==> src/rtl/bsg_axi_bus_pkg.sv <==
// Shared AXI-Lite bus definitions for the manycore-link ingress path:
// packed MOSI/MISO structs, per-channel payload widths and slice-mask bit positions.
package bsg_axi_bus_pkg;

    localparam int axil_addr_width_gp = 32;
    localparam int axil_data_width_gp = 32;

    // Payload widths of the registered channels (valid/ready excluded)
    localparam int axil_aw_width_gp = axil_addr_width_gp + 3;
    localparam int axil_w_width_gp  = axil_data_width_gp + axil_data_width_gp/8;
    localparam int axil_b_width_gp  = 2;
    localparam int axil_ar_width_gp = axil_addr_width_gp + 3;
    localparam int axil_r_width_gp  = axil_data_width_gp + 2;

    // Bit positions inside slice_mask_p, order {R,AR,B,W,AW}
    localparam int slice_aw_idx_gp = 0;
    localparam int slice_w_idx_gp  = 1;
    localparam int slice_b_idx_gp  = 2;
    localparam int slice_ar_idx_gp = 3;
    localparam int slice_r_idx_gp  = 4;

    typedef struct packed {
        logic [axil_addr_width_gp-1:0]   awaddr;
        logic [2:0]                      awprot;
        logic                            awvalid;
        logic [axil_data_width_gp-1:0]   wdata;
        logic [axil_data_width_gp/8-1:0] wstrb;
        logic                            wvalid;
        logic                            bready;
        logic [axil_addr_width_gp-1:0]   araddr;
        logic [2:0]                      arprot;
        logic                            arvalid;
        logic                            rready;
    } bsg_axil_mosi_s;

    typedef struct packed {
        logic                            awready;
        logic                            wready;
        logic [1:0]                      bresp;
        logic                            bvalid;
        logic                            arready;
        logic [axil_data_width_gp-1:0]   rdata;
        logic [1:0]                      rresp;
        logic                            rvalid;
    } bsg_axil_miso_s;

    localparam int bsg_axil_mosi_bus_width_gp = $bits(bsg_axil_mosi_s);
    localparam int bsg_axil_miso_bus_width_gp = $bits(bsg_axil_miso_s);

endpackage

==> src/rtl/bsg_axil_skid_slice.sv <==
// Two-entry registered slice: valid, ready and data toward both sides all come from flops.
// Handshake: a beat moves on a side exactly when that side's valid and ready are both high.
module bsg_axil_skid_slice #(
    parameter int width_p = 8
) (
    input  logic               clk_i,
    input  logic               reset_i,
    input  logic               v_i,
    input  logic [width_p-1:0] data_i,
    output logic               ready_o,
    output logic               v_o,
    output logic [width_p-1:0] data_o,
    input  logic               ready_i,
    output logic               empty_next_o
);

    logic [1:0]         count_q, count_d;
    logic               rd_ptr_q, rd_ptr_d;
    logic               wr_ptr_q, wr_ptr_d;
    logic               ready_q;
    logic [width_p-1:0] mem_q [2];
    logic               enq, deq;

    assign enq = v_i & ready_q;
    assign deq = (count_q != 2'd0) & ready_i;

    always_comb begin
        count_d  = count_q;
        rd_ptr_d = rd_ptr_q ^ deq;
        wr_ptr_d = wr_ptr_q ^ enq;
        case ({enq, deq})
            2'b10:   count_d = count_q + 2'd1;
            2'b01:   count_d = count_q - 2'd1;
            default: count_d = count_q;
        endcase
    end

    always_ff @(posedge clk_i or posedge reset_i) begin
        if (reset_i) begin
            count_q  <= 2'd0;
            rd_ptr_q <= 1'b0;
            wr_ptr_q <= 1'b0;
            ready_q  <= 1'b0;
        end else begin
            count_q  <= count_d;
            rd_ptr_q <= rd_ptr_d;
            wr_ptr_q <= wr_ptr_d;
            ready_q  <= (count_d != 2'd2);
        end
    end

    // Storage needs no reset; count_q alone decides what is valid
    always_ff @(posedge clk_i) begin
        if (enq) mem_q[wr_ptr_q] <= data_i;
    end

    assign ready_o      = ready_q;
    assign v_o          = (count_q != 2'd0);
    assign data_o       = mem_q[rd_ptr_q];
    assign empty_next_o = (count_d == 2'd0);

endmodule

==> src/rtl/bsg_axil_mcl_ingress_slice.sv <==
// AXI-Lite pipeline slice in front of the manycore-link bridge with per-direction
// outstanding-transaction limits and a registered idle indication.
module bsg_axil_mcl_ingress_slice
    import bsg_axi_bus_pkg::*;
#(
    parameter logic [4:0] slice_mask_p           = 5'b11111,
    parameter int         max_wr_outstanding_p   = 4,
    parameter int         max_rd_outstanding_p   = 4,
    parameter int         axil_mosi_bus_width_lp = bsg_axil_mosi_bus_width_gp,
    parameter int         axil_miso_bus_width_lp = bsg_axil_miso_bus_width_gp
) (
    input  logic                              clk_i,
    input  logic                              reset_i,
    input  logic [axil_mosi_bus_width_lp-1:0] s_axil_bus_i,
    output logic [axil_miso_bus_width_lp-1:0] s_axil_bus_o,
    output logic [axil_mosi_bus_width_lp-1:0] m_axil_bus_o,
    input  logic [axil_miso_bus_width_lp-1:0] m_axil_bus_i,
    output logic [7:0]                        wr_outstanding_o,
    output logic [7:0]                        rd_outstanding_o,
    output logic                              idle_o
);

    localparam logic [7:0] max_wr_lp = 8'(max_wr_outstanding_p);
    localparam logic [7:0] max_rd_lp = 8'(max_rd_outstanding_p);

    bsg_axil_mosi_s s_mosi, m_mosi;
    bsg_axil_miso_s s_miso, m_miso;

    assign s_mosi       = s_axil_bus_i;
    assign m_miso       = m_axil_bus_i;
    assign s_axil_bus_o = s_miso;
    assign m_axil_bus_o = m_mosi;

    logic [7:0] wr_cnt_q, wr_cnt_d, rd_cnt_q, rd_cnt_d;
    logic       idle_q, idle_d;
    logic       wr_room, rd_room, aw_hs, b_hs, ar_hs, r_hs;

    logic                        aw_s_v, aw_s_ready, aw_m_v, aw_m_ready, aw_empty;
    logic [axil_aw_width_gp-1:0] aw_s_data, aw_m_data;
    logic                        w_s_v, w_s_ready, w_m_v, w_m_ready, w_empty;
    logic [axil_w_width_gp-1:0]  w_s_data, w_m_data;
    logic                        b_s_v, b_s_ready, b_m_v, b_m_ready, b_empty;
    logic [axil_b_width_gp-1:0]  b_s_data, b_m_data;
    logic                        ar_s_v, ar_s_ready, ar_m_v, ar_m_ready, ar_empty;
    logic [axil_ar_width_gp-1:0] ar_s_data, ar_m_data;
    logic                        r_s_v, r_s_ready, r_m_v, r_m_ready, r_empty;
    logic [axil_r_width_gp-1:0]  r_s_data, r_m_data;

    // Gating looks only at the registered count, so a same-cycle B/R never frees a slot early
    assign wr_room = (wr_cnt_q < max_wr_lp);
    assign rd_room = (rd_cnt_q < max_rd_lp);

    assign aw_s_v    = s_mosi.awvalid & wr_room;
    assign aw_s_data = {s_mosi.awaddr, s_mosi.awprot};
    assign aw_m_ready = m_miso.awready;
    assign w_s_v     = s_mosi.wvalid;
    assign w_s_data  = {s_mosi.wdata, s_mosi.wstrb};
    assign w_m_ready = m_miso.wready;
    assign b_s_v     = m_miso.bvalid;
    assign b_s_data  = m_miso.bresp;
    assign b_m_ready = s_mosi.bready;
    assign ar_s_v    = s_mosi.arvalid & rd_room;
    assign ar_s_data = {s_mosi.araddr, s_mosi.arprot};
    assign ar_m_ready = m_miso.arready;
    assign r_s_v     = m_miso.rvalid;
    assign r_s_data  = {m_miso.rdata, m_miso.rresp};
    assign r_m_ready = s_mosi.rready;

    if (slice_mask_p[slice_aw_idx_gp]) begin : g_aw_slice
        bsg_axil_skid_slice #(.width_p(axil_aw_width_gp)) u_slice (
            .clk_i(clk_i), .reset_i(reset_i),
            .v_i(aw_s_v), .data_i(aw_s_data), .ready_o(aw_s_ready),
            .v_o(aw_m_v), .data_o(aw_m_data), .ready_i(aw_m_ready), .empty_next_o(aw_empty));
    end else begin : g_aw_wire
        assign aw_m_v = aw_s_v; assign aw_m_data = aw_s_data;
        assign aw_s_ready = aw_m_ready; assign aw_empty = 1'b1;
    end

    if (slice_mask_p[slice_w_idx_gp]) begin : g_w_slice
        bsg_axil_skid_slice #(.width_p(axil_w_width_gp)) u_slice (
            .clk_i(clk_i), .reset_i(reset_i),
            .v_i(w_s_v), .data_i(w_s_data), .ready_o(w_s_ready),
            .v_o(w_m_v), .data_o(w_m_data), .ready_i(w_m_ready), .empty_next_o(w_empty));
    end else begin : g_w_wire
        assign w_m_v = w_s_v; assign w_m_data = w_s_data;
        assign w_s_ready = w_m_ready; assign w_empty = 1'b1;
    end

    if (slice_mask_p[slice_b_idx_gp]) begin : g_b_slice
        bsg_axil_skid_slice #(.width_p(axil_b_width_gp)) u_slice (
            .clk_i(clk_i), .reset_i(reset_i),
            .v_i(b_s_v), .data_i(b_s_data), .ready_o(b_s_ready),
            .v_o(b_m_v), .data_o(b_m_data), .ready_i(b_m_ready), .empty_next_o(b_empty));
    end else begin : g_b_wire
        assign b_m_v = b_s_v; assign b_m_data = b_s_data;
        assign b_s_ready = b_m_ready; assign b_empty = 1'b1;
    end

    if (slice_mask_p[slice_ar_idx_gp]) begin : g_ar_slice
        bsg_axil_skid_slice #(.width_p(axil_ar_width_gp)) u_slice (
            .clk_i(clk_i), .reset_i(reset_i),
            .v_i(ar_s_v), .data_i(ar_s_data), .ready_o(ar_s_ready),
            .v_o(ar_m_v), .data_o(ar_m_data), .ready_i(ar_m_ready), .empty_next_o(ar_empty));
    end else begin : g_ar_wire
        assign ar_m_v = ar_s_v; assign ar_m_data = ar_s_data;
        assign ar_s_ready = ar_m_ready; assign ar_empty = 1'b1;
    end

    if (slice_mask_p[slice_r_idx_gp]) begin : g_r_slice
        bsg_axil_skid_slice #(.width_p(axil_r_width_gp)) u_slice (
            .clk_i(clk_i), .reset_i(reset_i),
            .v_i(r_s_v), .data_i(r_s_data), .ready_o(r_s_ready),
            .v_o(r_m_v), .data_o(r_m_data), .ready_i(r_m_ready), .empty_next_o(r_empty));
    end else begin : g_r_wire
        assign r_m_v = r_s_v; assign r_m_data = r_s_data;
        assign r_s_ready = r_m_ready; assign r_empty = 1'b1;
    end

    always_comb begin
        m_mosi = '0;
        s_miso = '0;
        {m_mosi.awaddr, m_mosi.awprot} = aw_m_data;
        m_mosi.awvalid                 = aw_m_v;
        {m_mosi.wdata, m_mosi.wstrb}   = w_m_data;
        m_mosi.wvalid                  = w_m_v;
        m_mosi.bready                  = b_s_ready;
        {m_mosi.araddr, m_mosi.arprot} = ar_m_data;
        m_mosi.arvalid                 = ar_m_v;
        m_mosi.rready                  = r_s_ready;
        s_miso.awready                 = aw_s_ready & wr_room;
        s_miso.wready                  = w_s_ready;
        s_miso.bresp                   = b_m_data;
        s_miso.bvalid                  = b_m_v;
        s_miso.arready                 = ar_s_ready & rd_room;
        {s_miso.rdata, s_miso.rresp}   = r_m_data;
        s_miso.rvalid                  = r_m_v;
    end

    assign aw_hs = aw_s_v & aw_s_ready;
    assign b_hs  = b_m_v & s_mosi.bready;
    assign ar_hs = ar_s_v & ar_s_ready;
    assign r_hs  = r_m_v & s_mosi.rready;

    // A B/R with nothing outstanding leaves the count at zero instead of wrapping
    always_comb begin
        wr_cnt_d = wr_cnt_q;
        rd_cnt_d = rd_cnt_q;
        if (aw_hs && !b_hs)                        wr_cnt_d = wr_cnt_q + 8'd1;
        else if (b_hs && !aw_hs && wr_cnt_q != '0) wr_cnt_d = wr_cnt_q - 8'd1;
        if (ar_hs && !r_hs)                        rd_cnt_d = rd_cnt_q + 8'd1;
        else if (r_hs && !ar_hs && rd_cnt_q != '0) rd_cnt_d = rd_cnt_q - 8'd1;
        idle_d = aw_empty & w_empty & b_empty & ar_empty & r_empty
               & (wr_cnt_d == '0) & (rd_cnt_d == '0);
    end

    always_ff @(posedge clk_i or posedge reset_i) begin
        if (reset_i) begin
            wr_cnt_q <= '0;
            rd_cnt_q <= '0;
            idle_q   <= 1'b1;
        end else begin
            wr_cnt_q <= wr_cnt_d;
            rd_cnt_q <= rd_cnt_d;
            idle_q   <= idle_d;
        end
    end

    assign wr_outstanding_o = wr_cnt_q;
    assign rd_outstanding_o = rd_cnt_q;
    assign idle_o           = idle_q;

`ifndef SYNTHESIS
    always_ff @(posedge clk_i) begin
        if (!reset_i) begin
            assert (!(b_hs && wr_cnt_q == '0)) else $error("write counter underflow: B with no write outstanding");
            assert (!(r_hs && rd_cnt_q == '0)) else $error("read counter underflow: R with no read outstanding");
        end
    end
`endif

endmodule

==> config.mk <==
export PLATFORM = sky130hd
export DESIGN_NAME = bsg_axil_mcl_ingress_slice
export DESIGN_NICKNAME = d
export VERILOG_FILES = /design/src/rtl/bsg_axi_bus_pkg.sv /design/src/rtl/bsg_axil_skid_slice.sv /design/src/rtl/bsg_axil_mcl_ingress_slice.sv
export SDC_FILE = /design/constraint.sdc
export NUM_CORES = 1
export LEC_CHECK = 0
export CAP_MARGIN = 10
export CORE_MARGIN = 5
export CORE_UTILIZATION = 54
export DETAILED_ROUTE_END_ITERATION = 12
export PLACE_DENSITY = 0.85
export SLEW_MARGIN = 30
export SYNTH_ARGS = -nofsm -noshare
export SYNTH_HDL_FRONTEND = slang
export SYNTH_HIERARCHICAL = 1
export SYNTH_SLANG_ARGS = --single-unit
==> constraint.sdc <==
create_clock -name clk_i -period 6.6 [get_ports clk_i]
set_input_delay 0.66 -clock clk_i [delete_from_list [all_inputs] [get_ports clk_i]]
set_output_delay 0.66 -clock clk_i [all_outputs]
set_load 0.01 [all_outputs]
# --- Word level (Yosys, flattened, before mapping) ---
# Memory sizes are Yosys's and may differ from the RTL's.
# Index checks and enable logic that the tools add are counted.
totals:
  register_bits: 42
  ram_bits: 284
  input_bits: 154
  out_inout_bits: 169
  elab_cells: 132
  mem_count: 5
classes:
  n_addsub: 14
  order_cmp: 2
  eq_ne: 15
  mux: 19
  n_bitwise: 30
  n_reduce_logical: 24
memory_table:
  columns: ["name", "depth", "width", "read_ports", "rd_ports_with_merged_regs", "wr", "line_no", "rtl"]
  rows:
  - ["g_w_slice.u_slice.mem_q", 2, 36, 1, 0, 1, "bsg_axil_skid_slice.sv:21", "logic [width_p-1:0] mem_q [2];"]
  - ["g_ar_slice.u_slice.mem_q", 2, 35, 1, 0, 1, "bsg_axil_skid_slice.sv:21", null]
  - ["g_aw_slice.u_slice.mem_q", 2, 35, 1, 0, 1, "bsg_axil_skid_slice.sv:21", null]
  - ["g_r_slice.u_slice.mem_q", 2, 34, 1, 0, 1, "bsg_axil_skid_slice.sv:21", null]
  - ["g_b_slice.u_slice.mem_q", 2, 2, 1, 0, 1, "bsg_axil_skid_slice.sv:21", null]
ops:
  columns: ["op", "n"]
  rows:
  - ["$mux 8", 4]
  - ["$and 1x1->1", 20]
  - ["$pmux 2 s2", 5]
  - ["$add 8x1->8 const B", 2]
  - ["$logic_not 8->1", 2]
  - ["$lt 8x3->1 const B", 2]
  - ["$reduce_bool 8->1", 2]
  - ["$sub 8x1->8 const B", 2]
  - ["$add 2x1->2 const B", 5]
  - ["$eq 2x1->1 const B", 5]
  - ["$eq 2x2->1 const B", 5]
  - ["$logic_not 2->1", 5]
  - ["$mux 1", 10]
  - ["$ne 2x2->1 const B", 5]
  - ["$reduce_bool 2->1", 5]
  - ["$sub 2x1->2 const B", 5]
  - ["$xor 1x1->1", 10]
  - ["$logic_and 1x1->1", 6]
  - ["$logic_not 1->1", 4]

# --- Depth between registers and ports, before layout ---
# Gate-level depths: netlist of the first run.
logic_depth:
  word_depth: 12
  ltp_mapped: 13
  depth_no_buf: 12

# --- Hierarchy ---
# Netlist of the first run, hierarchy kept.
modules_own_cells:
  columns: ["mod", "n_inst", "cells_each", "area_each_um2", "seq_area_each_um2"]
  rows:
  - ["bsg_axil_skid_slice (g_ar_slice.u_slice ...)", 2, 137, 2940.3, 2227.1]
  - ["bsg_axil_skid_slice (g_w_slice.u_slice)", 1, 140, 3011.6, 2287.2]
  - ["bsg_axil_skid_slice (g_r_slice.u_slice)", 1, 134, 2869.0, 2167.1]
  - ["bsg_axil_mcl_ingress_slice", 1, 127, 1194.9, 426.7]
  - ["bsg_axil_skid_slice (g_b_slice.u_slice)", 1, 34, 432.9, 245.2]

# --- Worst setup path before layout of the first run ---
# Ideal clock, no wire load.
synth_path:
  kind: "reg-to-reg"
  startpoint: "register wr_cnt_q[5] (netlist: wr_outstanding_o[5])"
  endpoint: "register idle_q (netlist: idle_o)"
  setup_time_ps: 90
  arrival_ps: 3387
  required_time_ps: 6510
  slack_ps: 3123
  stages_incl_launch_ff: 14
  n_path_buf: 1
  synth_period_minus_slack_ps: 3477
  path_cell_list: "dfrtp_1 -> or4_4 -> buf_6 -> nor3_1 -> and2_1 -> nand2_1 -> ha_1 -> and2b_1 -> a21oi_2 -> o21ai_0 -> nand4b_1 -> or4_1 -> or4_1 -> nor4_2"
synth_via:
  elab_chain_cells: 12
  elab_cells_between_ends: 23
  cone_classes: "add/sub: 2; order compare: 1; eq/ne: 2; mux: 3; bitwise: 8; reduce/logical: 7"
synth_rtl:
  columns: ["element", "line_no", "rtl"]
  rows:
  - ["start: declaration", "bsg_axil_mcl_ingress_slice.sv:34", "logic [7:0] wr_cnt_q, wr_cnt_d, rd_cnt_q, rd_cnt_d;"]
  - ["start signal: assignment", "bsg_axil_mcl_ingress_slice.sv:162", "wr_cnt_q <= wr_cnt_d;"]
  - ["$lt 8x3->1 *", "bsg_axil_mcl_ingress_slice.sv:50", "assign wr_room = (wr_cnt_q < max_wr_lp);"]
  - ["$and 1x1->1 *", "bsg_axil_mcl_ingress_slice.sv:53", "assign aw_s_v = s_mosi.awvalid & wr_room;"]
  - ["via aw_s_v", "bsg_axil_mcl_ingress_slice.sv:38", "logic aw_s_v, aw_s_ready, aw_m_v, aw_m_ready, aw_empty;"]
  - ["$and 1x1->1 *", "bsg_axil_skid_slice.sv:24", "assign enq = v_i & ready_q;"]
  - ["$eq 2x1->1 / $eq 2x2->1 (equally long branches)", "bsg_axil_skid_slice.sv:31", "case ({enq, deq})"]
  - ["$pmux 2 s2 *", "bsg_axil_skid_slice.sv:31", null]
  - ["$logic_not 2->1 *", "bsg_axil_skid_slice.sv:60", "assign empty_next_o = (count_d == 2'd0);"]
  - ["via aw_empty", "bsg_axil_mcl_ingress_slice.sv:38", null]
  - ["$and 1x1->1 * (4 in a row)", "bsg_axil_mcl_ingress_slice.sv:152", "idle_d = aw_empty & w_empty & b_empty & ar_empty & r_empty"]
  - ["$and 1x1->1 * (2 in a row)", "bsg_axil_mcl_ingress_slice.sv:153", "& (wr_cnt_d == '0) & (rd_cnt_d == '0);"]
  - ["via idle_d", "bsg_axil_mcl_ingress_slice.sv:35", "logic idle_q, idle_d;"]
  - ["end signal: assignment", "bsg_axil_mcl_ingress_slice.sv:164", "idle_q <= idle_d;"]
  - ["end: declaration", "bsg_axil_mcl_ingress_slice.sv:35", null]
# The timed path passes the listed nets; every way through them passes the cells marked *.

# --- Final worst setup path of the first run ---
# Same ends and word-level chain as after synthesis.

==> impl_metrics.ini, run 1 <==
[clock_tree]
cts_resized = 0
insertion_delay_ps = 510
hold_buffers = 0
clk_path_buf_depth = 3
numCtsBuffers = 36
cts-root-buf = clkbuf_16
post_cts_buffers = 0
cts_tree = done
cts_sinks = 326
clk_pin_slew_worst_paths_ps = 60
htreeDepth = 2

[sta]
fmax_mhz = 271
maxSlewViolCount = 0
tightest_slew_ps = 862
hold_viol = 0
period_needed_ps = 3690
holdWs_ps = 516
fin_skew_ps = 17.8
finalCritPeriodShare_pct = 55.9
finalSetupViolCount = 0
slew_headroom_pct = 42.5
rsz0062_at_grt = no
tns_ps = 0

[pwr]
powerDensity_nw_per_um2 = 426
power.ir.vdd_worst_mv = 0.262
leakagePower_nw = 6.73

[synthesis]
ys_ff_latch = 326
synthDistinctLibCells = 53
syn_avg_cell_area_sq_um = 18.9
netlist_area_sq_um = 13400
syn_inst = 709
ys_seq_area_share_pct = 71.6
synth_top_flop_cell = edfxtp_1
async_flop_share_pct = 12.9
synth-edff-count = 284
synthesis.nets = 884
synth_warnings = 6

[route]
routedWlPerCell_microns = 21.4
vias = 7317
drt_iter0_drc = 467
dr.pass1.iters = 5
ant_nets = 0
drc = 0
vias_per_cell = 5.21
wl_mm = 30.0

[setup_path]
slowest_delay_ps = 610
cp_common_cell = or4_1
cpMaxStageDelayCell = or4_4
worstPathRequired_ps = 7020
path_cells = or4_4, nor3_1, and2_1, nand2_1, ha_1, and2b_1, a21oi_2, o21ai_0, nand4b_1, or4_1, or4_1, nor4_2
end_kind = flop
path_class = flop to flop
crit_path_max_fanout = 7
setup.worst_path.start_class = flop
arrival_ps = 4110

[global_routing]
grt_max_degree = 38
grt_pass1_wl_mm = 45.3
grt_overflow = 0
antenna_found_initial = 2
grt_pass1_vias = 7760
grt_usage_pct = 20.8

[die]
start_util_pct = 54.9
pin_count = 323
die_area_sq_um = 28000
core_area_sq_um = 24400
row_count = 57
die_x_microns = 167
die_h_microns = 167

[place]
gp_congestion = 0.807
dp.cells = 1337
dpl_cell_area_sq_um = 16800
place.detailed.hpwl_mm = 20.7
port_buffers = 322

[finish]
fillers = 1501
multi_input_area_sq_um = 3440
area_delta_synth_final_pct = 34.5
drive_gt1_share_pct = 22.4
ff_latch_area_sq_um = 9590
layout_common_cells = clkdlybuf4s50_1 (322), edfxtp_1 (284), mux2_4 (116), clkbuf_16 (37), dfrtp_1 (37)
fin_area_sq_um = 18000
stdcell_count = 1404
layout_commonest_cell = clkdlybuf4s50_1
finalNetCount = 1226

[status]
outcome = finished, final reports clean

[flow_run]
maxCapViolCount = 0

[min_path]
min_path_type = flop to flop
final timing paths:
check / depth (start not counted) / end / slack, ps / startpoint
max: 12 / idle_o$_DFF_PP1_ / 2910 / wr_outstanding_o[5]$_DFF_PP0_
min: 1 / g_b_slice.u_slice/rd_ptr_q$_DFF_PP0_ / 520 / g_b_slice.u_slice/rd_ptr_q$_DFF_PP0_
max reg2reg: 12 / idle_o$_DFF_PP1_ / 2910 / wr_outstanding_o[5]$_DFF_PP0_
min reg2reg: 1 / g_b_slice.u_slice/rd_ptr_q$_DFF_PP0_ / 520 / g_b_slice.u_slice/rd_ptr_q$_DFF_PP0_
max in group asynchronous: 2 / wr_outstanding_o[0]$_DFF_PP0_ / 5360 / reset_i
min in group asynchronous: 2 / async pin / 590 / reset_i
synthesized netlist by cell type, types with 5 or more instances:
| cell | n | area (sq um) |
|---|---|---|
| a21oi_1 | 7 | 35.0 |
| a21oi_2 | 5 | 43.8 |
| a2bb2oi_2 | 5 | 75.1 |
| and2_4 | 5 | 43.8 |
| and2b_1 | 5 | 37.5 |
| buf_4 | 8 | 60.1 |
| buf_6 | 17 | 191 |
| dfrtp_1 | 41 | 1030 |
| edfxtp_1 | 284 | 8530 |
| ha_1 | 21 | 263 |
| inv_1 | 30 | 113 |
| mux2_2 | 29 | 327 |
| mux2_4 | 116 | 1740 |
| nand2_1 | 11 | 41.3 |
| nand3b_1 | 5 | 37.5 |
| nor2_1 | 26 | 97.6 |
| nor2b_1 | 6 | 37.5 |
| nor3_1 | 5 | 25.0 |
| o21ai_0 | 10 | 50.1 |
| o31ai_1 | 7 | 52.6 |
| or2_4 | 5 | 43.8 |
| or3_1 | 5 | 31.3 |
| xnor2_1 | 13 | 114 |
| xor2_1 | 5 | 43.8 |
final cells by class:
class	instances	share of cell area [%]
diodes	2	0.0278
well taps	324	2.25
flip-flops and latches	326	53.3
clock inverters	24	1.24
inverters	30	0.625
multi-input cells	327	19.1
clock buffers	41	5.23
repair buffers	330	18.2
worst max-delay path, delay by kind of cell, from the launching register on:
kind	cells	cell delay, ps
simple gates	9	2610
fa+ha+maj	1	310
flops	1	390
compound gates	2	280
registers in the layout, summed over array words and instances, names as in the netlist, 4 cells and up, named ones only:
name	cells
g_b_slice.u_slice/mem_q	4
g_aw_slice.u_slice/mem_q	70
g_ar_slice.u_slice/mem_q	70
rd_outstanding_o	8
g_w_slice.u_slice/mem_q	72
g_r_slice.u_slice/mem_q	68
wr_outstanding_o	8
power breakdown:
| group | total, mW | internal, mW | switching [mW] |
|---|---|---|---|
| clock network | 1.96 | 1.18 | 0.773 |
| registers | 3.03 | 2.66 | 0.373 |
| logic | 2.68 | 1.58 | 1.10 |
stage by stage:
step           setup slack [ps]  util, %  power (mW)
2_1_floorplan              3120        -        4.62
3_3_place_gp               3030     69.0        5.70
3_5_place_dp               2890     69.0        5.76
4_1_cts                    2890     73.8        7.76
5_1_grt                    2620     73.8        8.04
6_report                   2910     73.8        7.67
logic make-up (layout without fill, tap and decap cells):
| kind of cell | after synthesis | after routing | synth area share, % |
|---|---|---|---|
| simple gates | 98 | 98 | 4.54 |
| mux | 146 | 146 | 15.5 |
| flops | 326 | 326 | 71.6 |
| xor+xnor | 18 | 18 | 1.18 |
| compound gates | 44 | 44 | 2.49 |
| buf+inv | 56 | 425 | 2.76 |
| other cells | 0 | 2 | 0 |
| fa+ha+maj | 21 | 21 | 1.96 |
layer usage:
metal | part of all wire, % | global-route usage (%) | routed length (microns)
met5 | 0 | 0 | 0
met4 | 3.7 | 7.94 | 1110
met3 | 6.5 | 5.12 | 1960
met2 | 53 | 37.0 | 15900
met1 | 37 | 24.5 | 11000
Power figures use the tool's default switching activity.
==> run 2: changes to the inputs <==
CORE_UTILIZATION = 45   (was 54)
PLACE_DENSITY = 0.75   (was 0.85)
clock period = 3.18 ns   (was 6.6 ns; I/O delays follow)
==> run 2 against run 1 <==
  * Fmax up 19%
  * Count of clock-buffer cells in the layout up 7
  * Die area up 19%
  * Routed wire length down 3.8%
  * Utilization down 12 points
  * Sequential share of layout area down 1.1 points
  * Register-to-register slack worse by 2800 ps
  * Design area up 2.0%
  * Clock power up 110%
  * Power up 110%
  * Critical path type unchanged
  * Highest routed layer is now met5
==> impl_metrics.ini, run 2 (synthesis results as in run 1) <==
[status]
outcome = finished, final reports clean

[route]
drc = 0
ant_nets = 0
dr.pass1.iters = 5
vias = 7320
routedWlPerCell_microns = 19.3
vias_per_cell = 4.90
drt_iter0_drc = 347
wl_mm = 28.9

[sta]
timing.final.ws_setup_ps = 77.2
finalCritPeriodShare_pct = 97.6
fin_skew_ps = 8.76
holdWs_ps = 302
period_needed_ps = 3100
tightest_slew_ps = 646
slew_headroom_pct = 56.9
finalSetupViolCount = 0
maxSlewViolCount = 0
hold_viol = 0
fmax_mhz = 322
rsz0062_at_grt = yes

[clock_tree]
cts_tree = done
clk_pin_slew_worst_paths_ps = 60
cts-root-buf = clkbuf_16
insertion_delay_ps = 490
numCtsBuffers = 35
clk_path_buf_depth = 3
htreeDepth = 2
cts_sinks = 326

[setup_path]
crit_path_max_fanout = 3
end_kind = flop
setup.worst_path.start_class = flop
path_class = flop to flop
arrival_ps = 3510
worstRegToRegCells = 12
worstPathRequired_ps = 3580

[finish]
area_delta_synth_final_pct = 37.2
drive_gt1_share_pct = 25.2
final_util_pct = 62.3
finalNetCount = 1250
layout_commonest_cell = clkdlybuf4s50_1
stdcell_count = 1493
largest-register = g_w_slice.u_slice/mem_q
largest_register_ffs = 72
top_regs = g_w_slice.u_slice/mem_q x72, g_ar_slice.u_slice/mem_q x70, g_aw_slice.u_slice/mem_q x70
layout_common_cells = clkdlybuf4s50_1 (322), edfxtp_1 (284), mux2_4 (116), clkbuf_16 (37), dfrtp_1 (37)

[die]
die_x_microns = 182
core_area_sq_um = 29500
die_h_microns = 182
start_util_pct = 45.4
pin_count = 323
row_count = 63
die_area_sq_um = 33300

[pwr]
powerDensity_nw_per_um2 = 880
power.ir.vdd_worst_mv = 0.424
p_int_mw = 11.5
leakagePower_nw = 6.88
sw_frac_of_total_pct = 28.9
pwr-share-comb_pct = 37.8
p_clk_share_pct = 24.9
seqPwrFrac_pct = 37.3
switching_power_mw = 4.67

[global_routing]
grt_usage_pct = 16.7
grt_overflow = 0
grt_max_degree = 37
grt_pass1_vias = 7717
antenna_found_initial = 3
grt_pass1_wl_mm = 43.5

[place]
dpl_worst_slack_ps = -38.7
gp_congestion = 0.795
port_buffers = 322
place.detailed.hpwl_mm = 20.7
dp.cells = 1427

[min_path]
min_path_type = input pin to async pin

[flow_run]
maxCapViolCount = 0
## run 2: changes by cell type in the layout (fill, tap and decap cells not counted), moves of 4 or more
cell / delta
buf_12: +5
clkbuf_8: +4
buf_4: +20
clkinv_1: -6
## run 2: repair_timing
item | 4_1_cts | 5_1_grt
resized for setup | 3 | 6
hold buffers | 0 | 0
endpoints found under the setup margin | 1 | 1
pin swaps | 0 | 1
buffers inserted | 0 | 1
## run 2: final timing paths
check                                                      from                                  endpoint  slack, ps
setup / recovery                  wr_outstanding_o[5]$_DFF_PP0_                          idle_o$_DFF_PP1_         80
hold / removal                                          reset_i     g_aw_slice.u_slice/rd_ptr_q$_DFF_PP0_        300
setup reg to reg                  wr_outstanding_o[5]$_DFF_PP0_                          idle_o$_DFF_PP1_         80
hold reg to reg            g_b_slice.u_slice/rd_ptr_q$_DFF_PP0_      g_b_slice.u_slice/rd_ptr_q$_DFF_PP0_        520
max in group asynchronous                               reset_i             rd_outstanding_o[7]$_DFF_PP0_       2260
min in group clk_i                             m_axil_bus_i[18]  g_r_slice.u_slice/mem_q[0][17]$_DFFE_PP_        400
## run 2: area by class of cell
| cell class | instances | area (sq um) |
|---|---|---|
| well taps | 390 | 488 |
| inverters | 30 | 113 |
| clock inverters | 15 | 151 |
| diodes | 2 | 5.00 |
| repair buffers | 355 | 3530 |
| flip-flops and latches | 326 | 9590 |
| fillers | 2199 | 11100 |
| clock buffers | 48 | 1010 |
| multi-input cells | 327 | 3480 |
## run 2: power by group through the flow
stage                     logic [mW]  clock network [mW]  registers, mW
after floorplan                 3.66                   0           5.94
after global placement          6.10                   0           6.06
after detailed placement        6.14                   0           6.12
after CTS                       6.20                4.15           6.03
after global routing            6.52                4.33           6.12
final                           6.12                4.02           6.02
## run 2: metal layers
metal | share of wire (%) | track usage, % | up-vias | wire length [microns]
met2 | 51 | 29.1 | 236 | 14700
met5 | 0.024 | 0 | - | 7
li1 | - | - | 3416 | -
met3 | 6.7 | 4.56 | 60 | 1940
met1 | 39 | 19.8 | 3606 | 11300
met4 | 3.4 | 6.30 | 2 | 987
## run 2: critical path, stage by stage, from the launching register on
cell and delay, ps:
dfrtp_1 380, or4_4 550, nor3_2 130, and2_1 160
nand2_2 70, ha_4 230, and2b_2 240, a21oi_2 70
o21ai_2 120, nand4b_1 100, or4_1 410, or4_4 430
nor4_2 140
## run 2: stage by stage
stage / power, mW / instance area (sq um) / TNS, ps
final: 16.2 / 18400 / 0
after global routing: 17.0 / 18400 / -81.3
after CTS: 16.4 / 18300 / 0
after detailed placement: 12.3 / 17200 / -38.7
after global placement: 12.2 / 17200 / 0
after floorplan: 9.60 / 13400 / -1.71
